[src/rtl/hash_feed_sequencer.sv]
// hash_feed_sequencer
//
// Read-side controller between a first-word-fall-through byte FIFO and an
// FNV hasher core. It drains framed messages from the FIFO: one header byte
// holding the payload length L, followed by L payload bytes. For each frame
// it pops the header, pulses h_start, streams the payload to the hasher,
// marks the final byte with h_last and reports completion.
//
// Optional build macro: FEED_TIMEOUT_EN
//   When defined, a message whose payload stalls (FIFO empty) for
//   TIMEOUT_CYCLES consecutive cycles is aborted with a msg_err pulse.
//   When undefined, msg_err is constant 0 and DATA waits indefinitely.
//
// Parameters:
//   DSIZE          FIFO data width / payload byte width
//   CNT_W          width of the completed-message counter
//   TIMEOUT_CYCLES stall limit in rclk cycles (FEED_TIMEOUT_EN only)
//
// Ports:
//   rclk       clock
//   rrst_n     asynchronous active-low reset
//   rempty     FIFO empty; when low, rdata holds the head word
//   rdata      FIFO head word
//   rinc       FIFO pop strobe (combinational), pops at the rclk edge
//   h_start    one-cycle pulse: new message, hasher reinitialises
//   h_valid    payload byte valid
//   h_data     payload byte
//   h_last     final byte of the message (qualified by h_valid)
//   h_ready    hasher accepts h_data when h_valid & h_ready
//   busy       high in any state other than HDR, or while h_valid is high
//   msg_done   one-cycle pulse per completed message
//   msg_err    one-cycle pulse on message abort (timeout build only)
//   msg_count  completed-message count, wraps silently
//
// Handshake: a payload byte transfers on every rclk edge where
// h_valid & h_ready. While h_valid is high and h_ready is low, h_data and
// h_last are held stable. h_valid never drops without a transfer except on
// a timeout abort.

module hash_feed_sequencer #(
    parameter int DSIZE          = 8,
    parameter int CNT_W          = 16,
    parameter int TIMEOUT_CYCLES = 1024
) (
    input  logic             rclk,
    input  logic             rrst_n,
    input  logic             rempty,
    input  logic [DSIZE-1:0] rdata,
    output logic             rinc,
    output logic             h_start,
    output logic             h_valid,
    output logic [DSIZE-1:0] h_data,
    output logic             h_last,
    input  logic             h_ready,
    output logic             busy,
    output logic             msg_done,
    output logic             msg_err,
    output logic [CNT_W-1:0] msg_count
);

    typedef enum logic [1:0] {
        S_HDR  = 2'd0,
        S_DATA = 2'd1,
        S_DONE = 2'd2
    } state_t;

    state_t     state;
    logic [7:0] remaining;   // payload bytes still to be popped
    logic       load_ok;     // output register free (empty or draining this cycle)
    logic       hdr_pop;
    logic       data_pop;
    logic       xfer;        // payload byte accepted by the hasher this cycle

    // ------------------------------------------------------------------
    // Pop decisions. rinc is gated by rrst_n so that nothing is popped
    // while the block is held in reset, even if the FIFO is non-empty.
    // ------------------------------------------------------------------
    always_comb begin
        load_ok  = !h_valid || h_ready;
        hdr_pop  = (state == S_HDR) && !rempty;
        data_pop = (state == S_DATA) && load_ok && !rempty && (remaining != 8'd0);
        xfer     = h_valid && h_ready;
        rinc     = rrst_n && (hdr_pop || data_pop);
    end

    assign busy = (state != S_HDR) || h_valid;

`ifdef FEED_TIMEOUT_EN
    localparam int STALL_W = $clog2(TIMEOUT_CYCLES + 1);

    logic [STALL_W-1:0] stall_cnt;
    logic               err_q;
    logic               stalled;

    // A stall cycle is one where more payload is owed but the FIFO is empty.
    assign stalled = (state == S_DATA) && rempty && (remaining != 8'd0);
    assign msg_err = err_q;
`else
    assign msg_err = 1'b0;

    // The stall limit only matters in the timeout build.
    logic unused_timeout;
    assign unused_timeout = |TIMEOUT_CYCLES;
`endif

    // ------------------------------------------------------------------
    // Sequencer FSM with registered hasher-side outputs.
    // ------------------------------------------------------------------
    always_ff @(posedge rclk or negedge rrst_n) begin
        if (!rrst_n) begin
            state     <= S_HDR;
            remaining <= 8'd0;
            h_start   <= 1'b0;
            h_valid   <= 1'b0;
            h_data    <= '0;
            h_last    <= 1'b0;
            msg_done  <= 1'b0;
            msg_count <= '0;
`ifdef FEED_TIMEOUT_EN
            stall_cnt <= '0;
            err_q     <= 1'b0;
`endif
        end else begin
            // Single-cycle pulses default low.
            h_start  <= 1'b0;
            msg_done <= 1'b0;
`ifdef FEED_TIMEOUT_EN
            err_q    <= 1'b0;
`endif
            case (state)
                S_HDR: begin
                    if (hdr_pop) begin
                        if (rdata == '0) begin
                            // Empty frame: completes without touching the hasher.
                            state    <= S_DONE;
                            msg_done <= 1'b1;
                        end else begin
                            remaining <= 8'(rdata);
                            h_start   <= 1'b1;
                            state     <= S_DATA;
`ifdef FEED_TIMEOUT_EN
                            stall_cnt <= '0;
`endif
                        end
                    end
                end

                S_DATA: begin
                    if (data_pop) begin
                        h_data    <= rdata;
                        h_valid   <= 1'b1;
                        h_last    <= (remaining == 8'd1);
                        remaining <= remaining - 8'd1;
                    end else if (xfer) begin
                        h_valid <= 1'b0;
                        h_last  <= 1'b0;
                    end

                    // With h_last pending, remaining is 0, so no pop can
                    // coincide with the final transfer.
                    if (xfer && h_last) begin
                        state    <= S_DONE;
                        msg_done <= 1'b1;
                    end

`ifdef FEED_TIMEOUT_EN
                    if (data_pop) begin
                        stall_cnt <= '0;
                    end else if (stalled) begin
                        if (stall_cnt == STALL_W'(TIMEOUT_CYCLES - 1)) begin
                            // Abort: any byte still pending on h_data is dropped.
                            err_q     <= 1'b1;
                            h_valid   <= 1'b0;
                            h_last    <= 1'b0;
                            remaining <= 8'd0;
                            stall_cnt <= '0;
                            state     <= S_HDR;
                        end else begin
                            stall_cnt <= stall_cnt + 1'b1;
                        end
                    end
`endif
                end

                S_DONE: begin
                    msg_count <= msg_count + 1'b1;
                    state     <= S_HDR;
                end

                default: begin
                    state <= S_HDR;
                end
            endcase
        end
    end

endmodule

[config.mk]
export PLATFORM = sky130hd
export DESIGN_NAME = hash_feed_sequencer
export DESIGN_NICKNAME = d
export VERILOG_FILES = /design/src/rtl/hash_feed_sequencer.sv
export SDC_FILE = /design/constraint.sdc
export NUM_CORES = 1
export LEC_CHECK = 0
export ABC_CLOCK_PERIOD_IN_PS = 3350
export CAP_MARGIN = 20
export CORE_MARGIN = 10
export CORE_UTILIZATION = 44
export DETAILED_ROUTE_END_ITERATION = 10
export DONT_BUFFER_PORTS = 1
export GPL_ROUTABILITY_DRIVEN = 0
export PLACE_DENSITY_LB_ADDON = 0.15
export SLEW_MARGIN = 10
export SYNTH_ARGS = -nofsm -noshare
export SYNTH_HDL_FRONTEND = slang
export SYNTH_SLANG_ARGS = --single-unit
[constraint.sdc]
create_clock -name rclk -period 3.35 [get_ports rclk]
set_clock_uncertainty 0.2 [all_clocks]
set_input_delay 0.335 -clock rclk [delete_from_list [all_inputs] [get_ports rclk]]
set_output_delay 0.335 -clock rclk [all_outputs]
set_load 0.05 [all_outputs]
==> results_dict.tcl <==
set metrics [dict create \
    rsz0062_at_grt "no" \
    vias 1324 \
    die_area_um2 7200 \
    power.total_mw 1.61 \
    overflow 0 \
    postSynth.asyncResetShare_pct 100 \
    area_delta_synth_final_pct 12.2 \
    syn_inst 168 \
    die_w_um 84.8 \
    synth_top_family_by_area "simple AND/OR/NAND/NOR gates" \
    grtUsageTotal_pct 11.9 \
    routed_wl_um 4160 \
    tritoncts "done" \
    h-tree-depth 2 \
    io_buffers 0 \
    initial_core_util_pct 45.9 \
    ant_nets 0 \
    route.detailed.drc 0 \
    cp_cell_sequence "or4_4, or4b_4, nand2_4, a21boi_1, buf_4" \
    critPathTopFamily "simple AND/OR/NAND/NOR gates" \
    setup_viol 0 \
    cts_buffers 5 \
    arrival_ns 2.28 \
    finalNonFillerCells 232 \
    syn_area_um2 1850 \
    hpwlAfterDp_um 2950 \
    status "complete, no violations" \
    synth_compound_area_share_pct 11.0 \
    antenna_found_initial 0 \
    root_buffer "clkbuf_8" \
    ir_drop_uv 542 \
    placedCellCount 214 \
    core_region_area_um2 4030 \
    worstPathRequired_ns 2.81 \
    clk_path_buf_depth 2 \
    drt_iter0_drc 91 \
    synth-seq-area-share_pct 51.4 \
    cellLeakagePower_nw 0.921 \
    ys_ff_latch 38 \
    hold_viol 0 \
    rows 23 \
    fin_crit_sh_pct 84.1 \
    synth-simple-area-share_pct 18.2 \
    maxCapViolations 0 \
    drv_slew 0 \
    layout.nets 197 \
    tns_ns 0 \
    power_density_nw_per_um2 775 \
    drt_pass1_iterations 4 \
    routed_via_density 5.71 \
    synthXorXnorAreaFrac_pct 7.10 \
    path_class "flop to output pin" \
    drive_gt1_share_pct 13.2 \
    critPathCaptureType "output pin" \
    synth_adder_area_share_pct 2.71 \
    crit_path_start_kind "flop" \
    synth_nets 184 \
    grt_pass1_wl_um 7070 \
    ys_warn_count 0 \
    max_freq_ghz 0.355 \
    period_minus_slack_ns 2.82 \
    io_pins 43 \
    worstSkewPairLatency_ns 0.28 \
    muxShareOfSynthArea_pct 5.48 \
    hold_class "input pin to flop" \
    grt_max_degree 39 \
    cts_sinks 38 \
    cts_resized 0 \
    crit_buf_inv 1 \
    avgSynthCellArea_um2 11.0 \
    crit_slowest_cell "or4b_4" \
    wl_per_cell_um 17.9 \
    slew_headroom_pct 60.5 \
    synthFlopType "dfrtp_1" \
    clkTransAtPathRegs_ns 0.07 \
    max_stage_delay_ns 0.57 \
    synth-edff-count 0 \
    synth_cell_type_count 45 \
    chipHeight_um 84.8 \
    fill_cells 375 \
    num_antenna_cells 0 \
    grt_pass1_vias 1361 \
    path_max_fanout 14 \
    tightest_slew_ns 0.593 \
]
[power by group]
part	switching [mW]	total [mW]	internal [mW]
combinational	0.244	0.427	0.183
sequential	0.304	0.866	0.562
clock	0.151	0.317	0.166
[layout make-up]
class	count	area, µm²	share of cell area (%)
clock buffers	7	86.3	4.16
clock inverters	1	5.00	0.241
inverters	5	18.8	0.904
multi-input cells	119	827	39.8
flip-flops and latches	38	951	45.8
well taps	50	62.6	3.01
repair buffers	12	125	6.03
[worst register-to-register path: stages (launching register included)]
cell,delay [ns]
dfrtp_1,0.42
or4_4,0.53
or4b_4,0.57
a21oi_4,0.39
a211oi_1,0.11
a211oi_2,0.17
[Yosys cell counts, types with 2 or more instances]
master,count,share of area (%)
nand2_1,19,3.9
nor3_1,5,1.4
xnor2_1,10,4.7
buf_6,2,1.2
clkbuf_1,2,0.41
a22oi_1,2,0.81
nand3_1,3,0.81
inv_1,5,1.0
and4_1,3,1.4
and3_1,3,1.0
mux2_1,4,2.4
dfrtp_1,38,51
a21oi_1,6,1.6
nor2_1,10,2.0
nand2b_1,2,0.68
xor2_1,5,2.4
o21ai_0,6,1.6
nor2b_1,2,0.68
o22ai_1,4,1.4
ha_1,4,2.7
nand4_1,3,1.0
nor4_1,2,0.68
or3_1,2,0.68
mux2_2,5,3.0
[per-stage QoR]
stage / setup slack [ns] / utilization, % / hold WS, ns / cell area, µm²
2_1_floorplan: 0.359 / - / -0.161 / 1850
3_3_place_gp: 0.867 / 46.5 / -0.158 / 1870
3_5_place_dp: 0.840 / 46.5 / -0.158 / 1870
4_1_cts: 0.518 / 51.5 / 0.0132 / 2080
5_1_grt: 0.433 / 51.5 / 0.0367 / 2080
6_report: 0.533 / 51.5 / 0.0267 / 2080
[kinds of logic (layout without fill, tap and decap cells)]
group,Yosys count,after routing
flip-flops,38,38
multiplexers,9,9
other,1,1
AND/OR/NAND/NOR,61,61
buffers and inverters,11,25
XOR/XNOR,15,15
adder cells (fa/ha/maj),4,4
AO/OA/AOI/OAI,29,29
[layer usage]
metal	share of wire, %	GRT usage [%]	wire length [µm]
met5	0	0	0
met3	12	7.17	505
met4	1.1	3.44	47
met2	44	17.6	1840
met1	42	14.2	1770
[sequential cells by signal, indices dropped and copies added, names as in the netlist]
name       cells
h_data         8
msg_count     16
h_valid        1
state          2
h_start        1
remaining      8
msg_done       1
h_last         1
[placed cells by master, fill, tap and decap left out, drive strengths merged, types with 2 or more instances in the layout]
cell,n
dfrtp,38
nand2,20
nor2,11
xnor2,10
dlygate4sd3,9
mux2,9
o21ai,8
a21oi,7
clkbuf,7
nor3,6
inv,5
xor2,5
o22ai,4
ha,4
nand3,3
and4,3
nand4,3
and3,3
buf,3
nand2b,2
or3,2
nor4,2
nor2b,2
a22oi,2
a211oi,2
[what timing repair did]
item | in CTS | in global routing
setup buffers | 0 | 0
hold buffers | 10 | 0
endpoints found under the hold margin | 46 | 0
[path summary, 6_finish.rpt]
check	end	cells after the start	slack, ns	from
min reg2reg	remaining[1]	2	0.34	remaining[1]
max reg2reg	remaining[0]	5	0.88	remaining[5]
min	h_valid	3	0.03	h_ready
min in group asynchronous	h_data[2]	2	0.31	rrst_n
max	rinc	5	0.53	remaining[5]
max in group asynchronous	msg_count[4]	2	2.46	rrst_n
Note: power is estimated with default switching activity, not from simulation.
